### src/rtl/serial_link_bringup_ctrl.sv
// Serial link bring-up sequencer.
// Walks the link through reset/clock programming, optional channel-allocator
// setup, a settle wait and AXI de-isolation, then polls ISOLATED until the
// link reports ready. Poll timeouts restart the whole sequence a bounded
// number of times; bus errors abort immediately.

package serial_link_bringup_pkg;

    typedef struct packed {
        logic [31:0] addr;
        logic        write;
        logic [31:0] wdata;
        logic [3:0]  wstrb;
        logic        valid;
    } cfg_req_t;

    typedef struct packed {
        logic [31:0] rdata;
        logic        error;
        logic        ready;
    } cfg_rsp_t;

    localparam int unsigned NumChannels = 4;

    localparam logic [31:0] SERIAL_LINK_CTRL_OFFSET      = 32'h0000_0000;
    localparam logic [31:0] SERIAL_LINK_ISOLATED_OFFSET  = 32'h0000_0004;
    localparam logic [31:0] SERIAL_LINK_ALLOC_TX_OFFSET  = 32'h0000_0010;
    localparam logic [31:0] SERIAL_LINK_ALLOC_RX_OFFSET  = 32'h0000_0014;

endpackage

module serial_link_bringup_ctrl #(
    parameter type         cfg_req_t     = serial_link_bringup_pkg::cfg_req_t,
    parameter type         cfg_rsp_t     = serial_link_bringup_pkg::cfg_rsp_t,
    parameter int unsigned NumChannels   = serial_link_bringup_pkg::NumChannels,
    parameter logic [31:0] CtrlOffset    = serial_link_bringup_pkg::SERIAL_LINK_CTRL_OFFSET,
    parameter logic [31:0] IsoOffset     = serial_link_bringup_pkg::SERIAL_LINK_ISOLATED_OFFSET,
    parameter logic [31:0] AllocTxOffset = serial_link_bringup_pkg::SERIAL_LINK_ALLOC_TX_OFFSET,
    parameter logic [31:0] AllocRxOffset = serial_link_bringup_pkg::SERIAL_LINK_ALLOC_RX_OFFSET,
    parameter logic [31:0] AllocCfg      = 32'h3,
    parameter int unsigned SettleCycles  = 50,
    parameter int unsigned PollGap       = 4,
    parameter int unsigned MaxPolls      = 64,
    parameter int unsigned MaxRetries    = 3
) (
    input  logic                              clk_i,
    input  logic                              rst_ni,
    input  logic                              start_i,
    output cfg_req_t                          cfg_req_o,
    input  cfg_rsp_t                          cfg_rsp_i,
    output logic                              busy_o,
    output logic                              ready_o,
    output logic                              fail_o,
    output logic [1:0]                        fail_cause_o,
    output logic [$clog2(MaxRetries+2)-1:0]   attempt_o
);

    localparam int unsigned AttemptW = $clog2(MaxRetries + 2);
    localparam int unsigned SettleW  = $clog2(SettleCycles + 1);
    localparam int unsigned PollW    = $clog2(MaxPolls + 1);
    localparam int unsigned GapW     = (PollGap > 0) ? $clog2(PollGap + 1) : 1;
    localparam int unsigned GapLastI = (PollGap > 0) ? PollGap - 1 : 0;

    localparam logic [SettleW-1:0]  SettleLast = SettleW'(SettleCycles - 1);
    localparam logic [PollW-1:0]    PollMax    = PollW'(MaxPolls);
    localparam logic [GapW-1:0]     GapLast    = GapW'(GapLastI);
    localparam logic [AttemptW-1:0] RetryMax   = AttemptW'(MaxRetries);

    localparam logic [1:0] CauseNone    = 2'd0;
    localparam logic [1:0] CauseBusErr  = 2'd1;
    localparam logic [1:0] CauseTimeout = 2'd2;

    typedef enum logic [3:0] {
        ST_IDLE,
        ST_W_RST_LO,
        ST_W_RST_HI,
        ST_W_CLK,
        ST_W_ALLOC_TX,
        ST_W_ALLOC_RX,
        ST_SETTLE,
        ST_W_DEISO,
        ST_R_ISO,
        ST_POLL_GAP,
        ST_DONE,
        ST_FAIL
    } state_e;

    state_e                state_q, state_d;
    logic [SettleW-1:0]    settle_cnt_q, settle_cnt_d;
    logic [PollW-1:0]      poll_cnt_q, poll_cnt_d;
    logic [GapW-1:0]       gap_cnt_q, gap_cnt_d;
    logic [AttemptW-1:0]   attempt_q, attempt_d;
    logic                  busy_q, busy_d;
    logic                  ready_q, ready_d;
    logic                  fail_q, fail_d;
    logic [1:0]            cause_q, cause_d;
    logic [PollW-1:0]      poll_inc;
    logic                  xfer_done;

    // Bus request decoded from the current state so reset drops valid at once
    always_comb begin
        cfg_req_o = '0;
        unique case (state_q)
            ST_W_RST_LO: begin
                cfg_req_o.valid = 1'b1;
                cfg_req_o.write = 1'b1;
                cfg_req_o.addr  = CtrlOffset;
                cfg_req_o.wdata = 32'h0000_0300;
                cfg_req_o.wstrb = '1;
            end
            ST_W_RST_HI: begin
                cfg_req_o.valid = 1'b1;
                cfg_req_o.write = 1'b1;
                cfg_req_o.addr  = CtrlOffset;
                cfg_req_o.wdata = 32'h0000_0302;
                cfg_req_o.wstrb = '1;
            end
            ST_W_CLK: begin
                cfg_req_o.valid = 1'b1;
                cfg_req_o.write = 1'b1;
                cfg_req_o.addr  = CtrlOffset;
                cfg_req_o.wdata = 32'h0000_0303;
                cfg_req_o.wstrb = '1;
            end
            ST_W_ALLOC_TX: begin
                cfg_req_o.valid = 1'b1;
                cfg_req_o.write = 1'b1;
                cfg_req_o.addr  = AllocTxOffset;
                cfg_req_o.wdata = AllocCfg;
                cfg_req_o.wstrb = '1;
            end
            ST_W_ALLOC_RX: begin
                cfg_req_o.valid = 1'b1;
                cfg_req_o.write = 1'b1;
                cfg_req_o.addr  = AllocRxOffset;
                cfg_req_o.wdata = AllocCfg;
                cfg_req_o.wstrb = '1;
            end
            ST_W_DEISO: begin
                cfg_req_o.valid = 1'b1;
                cfg_req_o.write = 1'b1;
                cfg_req_o.addr  = CtrlOffset;
                cfg_req_o.wdata = 32'h0000_0003;
                cfg_req_o.wstrb = '1;
            end
            ST_R_ISO: begin
                cfg_req_o.valid = 1'b1;
                cfg_req_o.addr  = IsoOffset;
            end
            default: ;
        endcase
    end

    assign xfer_done = cfg_req_o.valid & cfg_rsp_i.ready;

    // Next-state, counter and status computation
    always_comb begin
        state_d      = state_q;
        settle_cnt_d = settle_cnt_q;
        poll_cnt_d   = poll_cnt_q;
        gap_cnt_d    = gap_cnt_q;
        attempt_d    = attempt_q;
        ready_d      = ready_q;
        fail_d       = fail_q;
        cause_d      = cause_q;
        poll_inc     = (poll_cnt_q == PollMax) ? poll_cnt_q : poll_cnt_q + 1'b1;

        unique case (state_q)
            ST_IDLE, ST_DONE, ST_FAIL: begin
                if (start_i) begin
                    state_d      = ST_W_RST_LO;
                    ready_d      = 1'b0;
                    fail_d       = 1'b0;
                    cause_d      = CauseNone;
                    attempt_d    = '0;
                    settle_cnt_d = '0;
                    poll_cnt_d   = '0;
                    gap_cnt_d    = '0;
                end
            end
            ST_W_RST_LO:   if (xfer_done) state_d = ST_W_RST_HI;
            ST_W_RST_HI:   if (xfer_done) state_d = ST_W_CLK;
            ST_W_CLK:      if (xfer_done) state_d = (NumChannels > 1) ? ST_W_ALLOC_TX : ST_SETTLE;
            ST_W_ALLOC_TX: if (xfer_done) state_d = ST_W_ALLOC_RX;
            ST_W_ALLOC_RX: if (xfer_done) state_d = ST_SETTLE;
            ST_SETTLE: begin
                if (settle_cnt_q >= SettleLast) begin
                    state_d      = ST_W_DEISO;
                    settle_cnt_d = '0;
                end else begin
                    settle_cnt_d = settle_cnt_q + 1'b1;
                end
            end
            ST_W_DEISO:    if (xfer_done) state_d = ST_R_ISO;
            ST_R_ISO: begin
                if (xfer_done) begin
                    if (cfg_rsp_i.rdata == '0) begin
                        state_d = ST_DONE;
                        ready_d = 1'b1;
                    end else if (poll_inc >= PollMax) begin
                        // Attempt timed out: restart from scratch or give up
                        poll_cnt_d   = '0;
                        gap_cnt_d    = '0;
                        settle_cnt_d = '0;
                        if (attempt_q < RetryMax) begin
                            attempt_d = attempt_q + 1'b1;
                            state_d   = ST_W_RST_LO;
                        end else begin
                            state_d = ST_FAIL;
                            fail_d  = 1'b1;
                            cause_d = CauseTimeout;
                        end
                    end else begin
                        poll_cnt_d = poll_inc;
                        gap_cnt_d  = '0;
                        state_d    = (PollGap == 0) ? ST_R_ISO : ST_POLL_GAP;
                    end
                end
            end
            ST_POLL_GAP: begin
                if (gap_cnt_q >= GapLast) begin
                    state_d   = ST_R_ISO;
                    gap_cnt_d = '0;
                end else begin
                    gap_cnt_d = gap_cnt_q + 1'b1;
                end
            end
            default: state_d = ST_IDLE;
        endcase

        // A bus error on any completed access aborts without retry
        if (xfer_done && cfg_rsp_i.error) begin
            state_d = ST_FAIL;
            ready_d = 1'b0;
            fail_d  = 1'b1;
            cause_d = CauseBusErr;
        end

        busy_d = !(state_d inside {ST_IDLE, ST_DONE, ST_FAIL});
    end

    // State and registered status outputs
    always_ff @(posedge clk_i or negedge rst_ni) begin
        if (!rst_ni) begin
            state_q      <= ST_IDLE;
            settle_cnt_q <= '0;
            poll_cnt_q   <= '0;
            gap_cnt_q    <= '0;
            attempt_q    <= '0;
            busy_q       <= 1'b0;
            ready_q      <= 1'b0;
            fail_q       <= 1'b0;
            cause_q      <= CauseNone;
        end else begin
            state_q      <= state_d;
            settle_cnt_q <= settle_cnt_d;
            poll_cnt_q   <= poll_cnt_d;
            gap_cnt_q    <= gap_cnt_d;
            attempt_q    <= attempt_d;
            busy_q       <= busy_d;
            ready_q      <= ready_d;
            fail_q       <= fail_d;
            cause_q      <= cause_d;
        end
    end

    assign busy_o       = busy_q;
    assign ready_o      = ready_q;
    assign fail_o       = fail_q;
    assign fail_cause_o = cause_q;
    assign attempt_o    = attempt_q;

endmodule

### config.mk
export PLATFORM = sky130hd
export DESIGN_NAME = serial_link_bringup_ctrl
export DESIGN_NICKNAME = d
export VERILOG_FILES = /design/src/rtl/serial_link_bringup_ctrl.sv
export SDC_FILE = /design/constraint.sdc
export NUM_CORES = 1
export LEC_CHECK = 0
export ABC_AREA = 0
export BUFFER_PORTS_ARGS = -buffer_cell sky130_fd_sc_hd__buf_2
export CAP_MARGIN = 5
export CORE_MARGIN = 5
export CORE_UTILIZATION = 47
export DETAILED_ROUTE_END_ITERATION = 6
export PLACE_DENSITY = 0.87
export SETUP_SLACK_MARGIN = 0.5
export SYNTH_ARGS = -nofsm -noshare
export SYNTH_HDL_FRONTEND = slang
export SYNTH_SLANG_ARGS = --single-unit
### constraint.sdc
create_clock -name clk_i -period 2.8 [get_ports clk_i]
set_clock_uncertainty 0.2 [all_clocks]
set_input_delay 0.42 -clock clk_i [delete_from_list [all_inputs] [get_ports clk_i]]
set_output_delay 0.42 -clock clk_i [all_outputs]
set_load 0.03 [all_outputs]
Word level (Yosys, flattened, before mapping) --
Cells that the tools add are included. W data, S select, Z words.
Cells by class: add/subtract/negate cells 4, order comparisons 4, equal/unequal tests 25, multiplexer cells 58, bitwise gates (word level) 1, reductions and logical operators 19
Operators with widths (number):
- $pmux W37 S4 | 1
- $mux W4 | 14
- $pmux W4 S10 | 1
- $mux W7 | 5
- $logic_not A32 Y1 | 1
- $mux W6 | 5
- $eq A4 B4 Y1 const B | 6
- $mux W3 | 8
- $ne A3 B3 Y1 const B | 6
- $pmux W6 S3 | 1
- $eq A4 B3 Y1 const B | 4
- $pmux W5 S3 | 1
- $pmux W7 S2 | 1
- $mux W2 | 6
- $reduce_and A4 Y1 | 3
- $reduce_and A6 Y1 | 2
- $reduce_bool A3 Y1 | 4
- $mux W1 | 10
- $ne A2 B2 Y1 const B | 5
- $pmux W3 S3 | 1
- $eq A4 B2 Y1 const B | 2
- $logic_not A4 Y1 | 2
- $add A7 B1 Y7 const B | 1
- $eq A7 B7 Y1 const B | 1
- 17 further kinds | 20
Word-level totals: bits in registers 28, bits of input ports 37, output and inout port bits 78, logic and storage cells 120

Longest topological paths before layout --
Gate-level depths: netlist of the first run.
depth in word-level cells 11, gate-level depth with buffers 8, depth with buffers taken out 8

Least setup slack after synthesis of the first run --
OpenSTA, ideal clock, no wires.
kind register -> register, from register state_q[0], to register busy_q (netlist: busy_o), setup time 0.126 ns, data arrival time 2.110 ns, data required time 2.474 ns, path slack 0.364 ns, cell stages (with the launch flop) 8, path buffers 1, clock period less this slack 2.436 ns, path through dfrtp_1 -> buf_2 -> nor2_2 -> mux2i_1 -> o21bai_1 -> nand3_1 -> and2_1 -> a311o_1
RTL lines:
- start: declaration | RTL line 88 | state_e state_q, state_d;
- start signal: assignment | RTL line 255 | state_q <= state_d;
- end signal: assignment | RTL line 260 | busy_q <= busy_d;
- end: declaration | RTL line 93 | logic busy_q, busy_d;

Worst setup path after layout of the first run --
from register state_q[1], to register poll_cnt_q[5]
On the way: longest elaborated chain between the ends 6, elaborated cells on any way between the ends 20, classes of those cells 12 x eq/ne; 2 x mux; 1 x bitwise; 5 x reduce/logical
Ends and longest elaborated chain:
- $eq A4 B4 Y1 (tied with other cells) | RTL line 103, 168
- $reduce_or A7 Y1 (no source line)
- $mux W1 | RTL line 103 | unique case (state_q)
- $and A1 B1 Y1 | RTL line 154 | assign xfer_done = cfg_req_o.valid & cfg_rsp_i.ready;
- $ne A2 B2 Y1 (no source line)
- $reduce_and A4 Y1 (no source line)
- end signal: assignment | RTL line 257 | poll_cnt_q <= poll_cnt_d;
- end: declaration | RTL line 90 | logic [PollW-1:0] poll_cnt_q, poll_cnt_d;
Several ways; a longest one is shown, not always the timed one. A chain may end at the register's enable or synchronous reset.

==> impl_results.md, run 1 <==
* Status: finished, final reports clean
* # setup viols final at 0
* Top FF cell, synth: dfrtp_1
* Site Rows at 26
* Vias in the first global route at roughly 1900
* Worst EP required at approximately 2.8 ns
* VDD IR max at about 0.81 mV
* Max Used Layer: met4
* Final Max Slew Viols at 0
* IO Pins at around 120
* FF/Latch Area at 703 um2
* Post-Route Setup TNS at 0 ns
* Clock Latency Late Sink at 0.28 ns
* Power per cell area at ~960 nW/um2
* Fraction of layout cells with a size suffix above 1 at 33.4%
* Post-route setup slack at between 0.5 and 0.6 ns
* Nets at around 400
* Register bit total from synthesis at 28
* Fillers at 423
* DRT met1 WL at ~2300 um
* Fin. Hold Viols at 0
* Fraction of registers with async set/reset at 100%
* CP Class: reg2reg
* Final Core Density at 56.2%
* Core area at 5070 um2
* CP max FO at 9
* Sequential area share after synthesis at 28.9%
* All-Layer GR Usage at 15.7%
* Final wirelength at approximately 5700 um
* Die width at 81.9 um
* Diodes inserted at 0
* Worst Hold Path Cells at 4
* CTS Sinks at 28
* Initial antenna violation count at 0
* Syn Inst Count at 281
* Vias post-DR at around 2100
* Lkg Pwr at 0.00140 uW
* DR iter-0 viols at 111
* Yosys warns at 0
* Initial Util at 47.9%
* Area of the multi-input gates at 1480 um2
* H-tree depth at 1
* Max-cap viol count at 0
* Worst-path clk slew at around 0.09 ns
* Fin area at about 2900 um2
* CTS tree: yes
* DRC at 0
* Setup crit end kind: register
* CTS Buffer Depth at 2
* Worst-Margin Slew at 0.617 ns
* Syn-to-layout area delta at 17.5%
* Drt wl/cell at 13.7 um
* Largest net degree at the start of global routing at 29
* Hold/Removal Path Class: in2reg
* Num CTS Buffers at 3
* Post-Place Setup Slack at 0.0125 ns
* Peak Freq at 438 MHz
* Global-route wire length before repair at around 8400 um
* Full die area at 6710 um2
* Worst r2r path cells at 8
* WP data arrival at 2.26 ns
* Syn Area/Cell at about 8.6 um2
* Post-synth EDFFs at 0
* Unrepaired setup endpoints after global routing: true
* Final period utilization at 81.6%
* Remaining Overflow, GRT at 0
* Mapped Area at 2430 um2
* Max transition margin at approximately three fifths
* Via density per instance at around 5
* Crit start category: register
* Met2 WL at 3040 um
* Placer congestion estimate at 0.870
* Die height at 81.9 um
* Met3 routed WL at 341 um
* Unique masters post-synth at 56
* Placed cell areas at 2550 um2
* Final period demand of the worst path at between 2 and 2.5 ns
* Fin Hold WS at 0.282 ns
* Detailed placer's ending HPWL at about 4200 um
* Root Buffer: clkbuf_8
* Pre-antenna DRT Iters at 4
* Port bufs at between 50 and 60
* ANT nets after route at 0
stage by stage:
step,power (uW),cells
final,2740,420
after detailed placement,2180,401
after floorplan,1980,338
after CTS,2550,413
after global routing,2920,420
after global placement,2150,401
placed cells by master, fill, tap and decap left out, types with 3 or more instances in the layout:
cell type / n
o21a_1: 3
o21ai_0: 12
and2_1: 3
clkbuf_8: 4
mux2i_1: 4
a31oi_1: 3
nand2_1: 21
nor3_1: 3
o22ai_1: 3
nor3_2: 3
o21ai_1: 3
nor4_1: 8
buf_2: 55
and3_1: 4
a21oi_1: 13
inv_1: 9
nor2_1: 19
dfrtp_1: 26
ha_1: 7
buf_4: 19
nand3_1: 7
nor2b_1: 4
nand2b_1: 6
conb_1: 58
area by class of cell:
class / instances / area share, %
multi-input cells: 229 / 51.8
clock buffers: 4 / 1.93
flip-flops and latches: 28 / 24.6
well taps: 70 / 3.07
inverters: 11 / 1.62
repair buffers: 78 / 17.0
logic make-up (layout without fill, tap and decap cells):
kind of cell	count (synthesis)	count (layout)	share of synthesized area [%]
other cells	1	58	0.154
mux	5	5	2.27
simple gates	96	96	21.6
buf+inv	82	93	23.5
xor+xnor	2	2	0.721
fa+ha+maj	8	8	4.12
compound gates	59	60	18.7
flops	28	28	28.9
path summary, 6_finish.rpt:
check / startpoint / slack [ns] / end
setup / recovery: state_q[1] / 0.52 / poll_cnt_q[5]
hold / removal: cfg_rsp_i[1] / 0.28 / state_q[2]
setup reg to reg: state_q[1] / 0.52 / poll_cnt_q[5]
hold reg to reg: poll_cnt_q[5] / 0.32 / poll_cnt_q[5]
max in group asynchronous: rst_ni / 1.47 / state_q[2]
min in group asynchronous: rst_ni / 0.49 / settle_cnt_q[0]
per-layer routing:
| metal | vias to the layer above | GRT usage (%) |
|---|---|---|
| li1 | 1010 | - |
| met1 | 1001 | 19.4 |
| met2 | 80 | 27.1 |
| met3 | 7 | 3.18 |
| met4 | 0 | 5.32 |
| met5 | - | 0 |
repair_timing:
item | CTS | global route
endpoints found under the hold margin | 28 | 0
gates cloned | 1 | 1
hold buffers | 1 | 0
endpoints found under the setup margin | 24 | 22
pin swaps | 4 | 8
resized for setup | 9 | 14
setup buffers | 6 | 6
power by group:
part | switching (uW) | total [uW] | internal [uW]
Combinational | 1150 | 1890 | 739
Clock | 126 | 252 | 126
Sequential | 98.7 | 600 | 501
Total | 1370 | 2740 | 1370
critical path: stages (launching register included):
cell     delay (ns)
dfrtp_1        0.44
buf_6          0.17
or4b_4         0.55
a31oi_4        0.19
o31ai_4        0.16
buf_4          0.17
a21o_1         0.14
nand2_1        0.08
o31ai_2        0.07
cells in the mapped netlist (all sizes together) (3+ instances only):
master / count / share of area (%)
nor2b: 4 / 1.0
o21ai: 16 / 3.8
nor2: 20 / 3.2
dfrtp: 28 / 29
a31oi: 4 / 1.6
a21oi: 13 / 2.7
nor3: 6 / 1.6
o22ai: 3 / 0.77
nand2b: 6 / 1.5
o21a: 3 / 0.93
nor4: 10 / 2.8
inv: 10 / 1.5
nand2: 22 / 3.5
and3: 4 / 1.0
and2: 4 / 1.1
ha: 8 / 4.1
nand3: 9 / 1.9
mux2i: 4 / 1.6
buf: 69 / 21
state kept, by name (all words and copies together) (netlist names):
| name | cells |
|---|---|
| fail_cause_o | 2 |
| attempt_o | 3 |
| gap_cnt_q | 3 |
| state_q | 4 |
| fail_o | 1 |
| poll_cnt_q | 7 |
| busy_o | 1 |
| settle_cnt_q | 6 |
| ready_o | 1 |
Note: power is estimated with default switching activity, not from simulation.
==> run 2: changes to the inputs <==
Clock period 2.8 ns to 2.11 ns, I/O delays scaled along.
==> run 2 against run 1 <==
  * The flow now finishes with violations (negative setup slack)
  * Critical path depth fell by 1
  * Global-route usage rose by 4.6 points
  * Total power rose by 98%
  * Critical endpoint is now busy_o
==> impl_results.md, run 2 (synthesized netlist as in run 1, its figures left out) <==
* Commonest non-fill, non-tap cells in the layout: 58 x conb_1, 44 x buf_2, 42 x buf_4, 31 x buf_6, 24 x dfrtp_1
* Pre-antenna DRT Iters at 4 (unchanged)
* Max-cap viol count at 0 (unchanged)
* Worst-Margin Slew at 0.652 ns (+0.0344 ns)
* M2 GR Usage at 36.5% (+9.4 points)
* Site Rows at 26 (unchanged)
* Remaining Overflow, GRT at 0 (unchanged)
* Vias post-DR at 2480 (+18%)
* GRT met3 Usage at 2.52% (-0.66 points)
* Drt wl/cell at 17.8 um (+30%)
* All-Layer GR Usage at 20.4% (+4.6 points)
* Largest regs: poll_cnt_q (7), settle_cnt_q (6), state_q (4)
* Worst EP required at 2.09 ns (-0.68 ns)
* Sw Share at 46.7% (-3.4 points)
* CTS tree: yes
* Critical-path cell list: ha_2 > nand3_2 > or3_4 > and2_4 > o41ai_4 > inv_1 > a311o_1
* Port bufs at 56 (unchanged)
* Diodes inserted at 0 (unchanged)
* Commonest non-fill, non-tap cell in the layout: conb_1
* Failing checks: negative setup slack
* Setup crit end kind: register
* Peak Freq at 420 MHz (-4.0%)
* DP Cell Count at 436 (+8.7%)
* # setup viols final at 23 (+23)
* Met1 GRT Util at 24.3% (+4.9 points)
* Final Max Slew Viols at 0 (unchanged)
* Lkg Pwr at 0.00172 uW (+23%)
* CTS Buffer Depth at 2 (unchanged)
* R2r setup slk at -0.27 ns (-0.79 ns)
* Combinational power share at 76.3% (+7.4 points)
* CTS Sinks at 28 (unchanged)
* Initial Util at 47.9% (unchanged)
* IO Pins at 115 (unchanged)
* Die height at 81.9 um (unchanged)
* Placed cell areas at 2910 um2 (+14%)
* ANT nets after route at 0 (unchanged)
* Num CTS Buffers at 3 (unchanged)
* Final wirelength at 8270 um (+44%)
* WP data arrival at 2.36 ns (+0.10 ns)
* Fraction of layout cells with a size suffix above 1 at 50.5% (+17 points)
* Int Pwr at 2890 uW (+110%)
* DRC at 0 (unchanged)
* Full die area at 6710 um2 (unchanged)
* Nets at 440 (+11%)
* CP Class: reg2reg
* CP max FO at 4 (-5)
* Die width at 81.9 um (unchanged)
* H-tree depth at 1 (unchanged)
* Fillers at 345 (-18%)
* Syn-to-layout area delta at 49.4%
* Largest net degree at the start of global routing at 29 (unchanged)
* Post-Place Setup Slack at -0.135 ns (-0.148 ns)
* Placer congestion estimate at 0.817 (-6.1%)
* Sw Pwr at 2530 uW (+85%)
* VDD IR max at 1.03 mV (+27%)
* Clock Latency Late Sink at 0.29 ns (about the same)
* Initial antenna violation count at 0 (unchanged)
* Sequential power share at 15.4% (-6.5 points)
* Power share of the clock group at 8.4% (-0.8 points)
* Most flops, register: poll_cnt_q
* Power per cell area at 1500 nW/um2 (+56%)
* Unrepaired setup endpoints after global routing: true
* Layout Cells excl Fill at 464 (+10%)
* Fin area at 3630 um2 (+27%)
* Fin Hold WS at 0.213 ns (-0.0684 ns)
* Slowest-stage cell, CP: dfrtp_1
* Final period utilization at 113% (+31 points)
* Root Buffer: clkbuf_8
* Max transition margin at 56.6% (-2.3 points)
* Core area at 5070 um2 (unchanged)
* Post-route setup slack at -0.270 ns (-0.785 ns)
* DR iter-0 viols at 145 (+31%)
* Max FFs per register at 7 (unchanged)
* Via density per instance at 5.34 (+7.0%)
* Status: complete, but fails checks
* Worst-path clk slew at 0.11 ns (+0.02 ns)
* Crit start category: register
* Fin. Hold Viols at 0 (unchanged)
* Detailed placer's ending HPWL at 4810 um (+16%)
* CP peak stage delay at 0.41 ns (-0.14 ns)
* Hold/Removal Path Class: in2reg
* Final period demand of the worst path at 2.38 ns (+0.0953 ns)
* Final Core Density at 71.5% (+15 points)
* GRT Max-Usage Layer: met2
* Global-route wire length before repair at 10700 um (+27%)
* Vias in the first global route at 2360 (+27%)
[run 2: cell type report]
class                           instances  area (um2)  area share (%)
Multi-Input combinational cell        228        1720            47.5
Clock inverter                          1        30.0           0.828
Tap cell                               70        87.6            2.41
Inverter                               11        56.3            1.55
Sequential cell                        28         706            19.5
Clock buffer                            3        41.3            1.14
Timing Repair Buffer                  123         985            27.1
[run 2: power by group through the flow]
stage                     clock network, uW  registers, uW  logic, uW
after floorplan                           0            841       2020
after global placement                    0            796       2630
after detailed placement                  0            803       2710
after CTS                               435            801       3220
after global routing                    465            850       4330
final                                   454            834       4140
[run 2: timing repair]
item / 4_1_cts / 5_1_grt
hold buffers: 1 / 0
resized for setup: 45 / 74
endpoints found under the setup margin: 40 / 40
pin swaps: 10 / 17
buffers inserted: 8 / 13
hold endpoints to repair: 28 / 0
cloned: 1 / 1
[run 2: stage by stage]
| stage | total power [uW] | setup TNS, ns |
|---|---|---|
| global placement | 3430 | -0.304 |
| detailed placement | 3510 | -0.760 |
| finish | 5420 | -3.25 |
| CTS | 4450 | -1.03 |
| global route | 5640 | -4.51 |
| floorplan | 2860 | -0.0519 |
[run 2: path summary, 6_finish.rpt]
check                           cells after the start               to             from
worst max-delay path                                7           busy_o    poll_cnt_q[1]
worst min-delay path                                4       state_q[2]     cfg_rsp_i[1]
worst max register to register                      7           busy_o    poll_cnt_q[1]
worst min register to register                      2  fail_cause_o[0]  fail_cause_o[0]
max in group asynchronous                           2       state_q[1]           rst_ni
min in group asynchronous                           2     gap_cnt_q[0]           rst_ni
[run 2: worst max-delay path, delay by kind of cell, from the launching register on]
kind	cells	cell delay, ns
adder cells (fa/ha/maj)	1	0.24
AND/OR/NAND/NOR	3	0.69
buffers and inverters	1	0.09
flip-flops	1	0.41
AO/OA/AOI/OAI	2	0.64
[run 2: metal layers]
| metal | wire length, um | up-vias | part of all wire (%) |
|---|---|---|---|
| met4 | 261 | 0 | 3.2 |
| li1 | - | 1089 | - |
| met1 | 3000 | 1189 | 36 |
| met3 | 714 | 25 | 8.6 |
| met2 | 4300 | 177 | 52 |
| met5 | 0 | - | 0 |
==> run 3: changes to the inputs <==
Settings changed: BUFFER_PORTS_ARGS -buffer_cell sky130_fd_sc_hd__buf_2 to -buffer_cell sky130_fd_sc_hd__buf_4.
==> run 3 against run 2 <==
  * The flow still finishes with violations (negative setup slack)
  * Total power increased by 15%
  * Clock power increased by 1%
  * Combinational power increased by 20%
  * Sequential cell count unchanged
  * Die area unchanged
  * First-iteration DRC count increased by 120%
  * Final cell count increased by 4.5%
  * Worst setup slack got worse by 0.13 ns
==> impl_results.md, run 3 (synthesized netlist as in run 1, its figures left out) <==
* Initial antenna violation count at 1 (+1)
* Global-route wire length before repair at 13900 um (+29%)
* Remaining Overflow, GRT at 0 (unchanged)
* Nets at 461 (+4.8%)
* Fraction of layout cells with a size suffix above 1 at 57.8% (+7.3 points)
* Commonest non-fill, non-tap cell in the layout: buf_4
* CTS Buffer Depth at 2 (unchanged)
* Fin. Hold Viols at 0 (unchanged)
* DR iter-0 viols at 314 (+120%)
* RR Startpoint: state_q[1]
* CP Class: reg2reg
* CP max FO at 3 (-1)
* Clock Latency Late Sink at 0.30 ns (about the same)
* Largest regs: poll_cnt_q (7), settle_cnt_q (6), state_q (4)
* Placer congestion estimate at 0.839 (+2.7%)
* WP data arrival at 2.49 ns (+0.13 ns)
* Syn-to-layout area delta at 68.0%
* # setup viols final at 37 (+61%)
* Lkg Pwr at 0.00190 uW (+10%)
* Slowest-stage cell, CP: dfrtp_1
* Initial Util at 47.9% (unchanged)
* Port bufs at 56 (unchanged)
* Core area at 5070 um2 (unchanged)
* Hold/Removal Path Class: in2async
* Vias post-DR at 2860 (+15%)
* Status: complete, but fails checks
* Fillers at 221 (-36%)
* Peak Freq at 398 MHz (-5.3%)
* Site Rows at 26 (unchanged)
* Pwr Total at 6240 uW (+15%)
* Drt wl/cell at 23.9 um (+34%)
* Final wirelength at 11600 um (+40%)
* Vias in the first global route at 2739 (+16%)
* Crit start category: register
* Fin Hold WS at 0.283 ns (+0.0702 ns)
* DRC at 0 (unchanged)
* Detailed placer's ending HPWL at 4710 um (-2.2%)
* Via density per instance at 5.90 (+10%)
* Post-route setup slack at -0.404 ns (-0.134 ns)
* Final period utilization at 119% (+6.3 points)
* Full die area at 6710 um2 (unchanged)
* Most flops, register: poll_cnt_q
* CP startpoint: state_q[1]
* CTS Sinks at 28 (unchanged)
* Cell repeated most along the worst path: buf_6
* ANT nets after route at 0 (unchanged)
* Max-cap viol count at 0 (unchanged)
* Setup crit end kind: register
* Die width at 81.9 um (unchanged)
* CTS tree: yes
* Power per cell area at 1530 nW/um2 (+2.3%)
* VDD IR max at 1.04 mV (+0.75%)
* Die height at 81.9 um (unchanged)
* Pre-antenna DRT Iters at 7 (+3)
* Worst EP required at 2.09 ns (about the same)
* Commonest non-fill, non-tap cells in the layout: 99 x buf_4, 58 x conb_1, 40 x buf_6, 26 x dfrtp_1, 12 x nor2_1
* Final period demand of the worst path at 2.51 ns (+0.134 ns)
* Max FFs per register at 7 (unchanged)
* Unrepaired setup endpoints after global routing: true
* Critical-path cell list: buf_6 > buf_6 > xnor2_2 > o22ai_1 > nor4_2 > buf_4 > nand3_2 > and3_1 > a311o_1
* Largest net degree at the start of global routing at 29 (unchanged)
* Worst-path clk slew at 0.11 ns (about the same)
* All-Layer GR Usage at 27.2% (+6.8 points)
* IO Pins at 115 (unchanged)
* H-tree depth at 1 (unchanged)
* Worst r2r path cells at 9 (+2)
* Final Max Slew Viols at 0 (unchanged)
* Diodes inserted at 0 (unchanged)
* Post-Place Setup Slack at -0.181 ns (-0.0451 ns)
* Num CTS Buffers at 3 (unchanged)
* Failing checks: negative setup slack
* Root Buffer: clkbuf_8
* CP peak stage delay at 0.46 ns (+0.05 ns)
-- run 3: cell count changes in the layout (fill, tap and decap cells not counted), sizes merged --
cell,delta
clkbuf,-1
buf,+22
-- run 3: report_power, final --
group | internal, uW | switching [uW] | leakage (uW)
sequential | 665 | 161 | 0.000371
combinational | 2310 | 2650 | 0.00149
clock | 255 | 203 | 0.0000357
total | 3230 | 3010 | 0.00190
-- run 3: worst max-delay path, delay by kind of cell, from the launching register on --
family | cells | cell delay (ns)
DFF | 1 | 0.46
buffers and inverters | 3 | 0.44
AOI/OAI and AO/OA | 2 | 0.47
xor gates and xnor gates | 1 | 0.25
and+or+nand+nor | 3 | 0.59
-- run 3: what timing repair did --
| action | in CTS | in global routing |
|---|---|---|
| pin swaps | 30 | 28 |
| hold buffers | 1 | 0 |
| setup endpoints to repair | 40 | 40 |
| cloned | 1 | 0 |
| endpoints found under the hold margin | 28 | 0 |
| resized for setup | 98 | 48 |
| setup buffers | 22 | 21 |
-- run 3: cell type report --
type,count,area [um2],share of cell area [%]
Inverter,11,58.8,1.44
Sequential cell,28,703,17.2
Clock buffer,3,41.3,1.01
Tap cell,70,87.6,2.15
Timing Repair Buffer,144,1270,31.1
Clock inverter,1,30.0,0.736
Multi-Input combinational cell,228,1890,46.3
-- run 3: final timing paths --
check | endpoint | slack [ns]
worst max register to register | busy_o | -0.40
worst min-delay path | gap_cnt_q[1] | 0.28
min in group clk_i | state_q[1] | 0.30
max in group asynchronous | state_q[2] | 1.11
worst max-delay path | busy_o | -0.40
worst min register to register | poll_cnt_q[5] | 0.34
-- run 3: per-layer routing --
metal / part of all wire (%) / vias up / GRT usage (%)
li1: - / 1136 / -
met1: 34 / 1351 / 30.3
met2: 49 / 283 / 49.1
met3: 9.1 / 88 / 4.39
met4: 8.1 / 2 / 14.3
met5: 0.11 / - / 0
-- run 3: through the flow --
stage / util, % / cells / instance area, um2 / TNS, ns
3_5_place_dp: 60.1 / 436 / 3050 / -1.13
3_3_place_gp: 60.1 / 436 / 3050 / -0.412
4_1_cts: 72.3 / 464 / 3670 / -0.825
5_1_grt: 80.4 / 485 / 4080 / -9.06
2_1_floorplan: - / 338 / 2760 / -0.0519
6_report: 80.4 / 485 / 4080 / -8.00
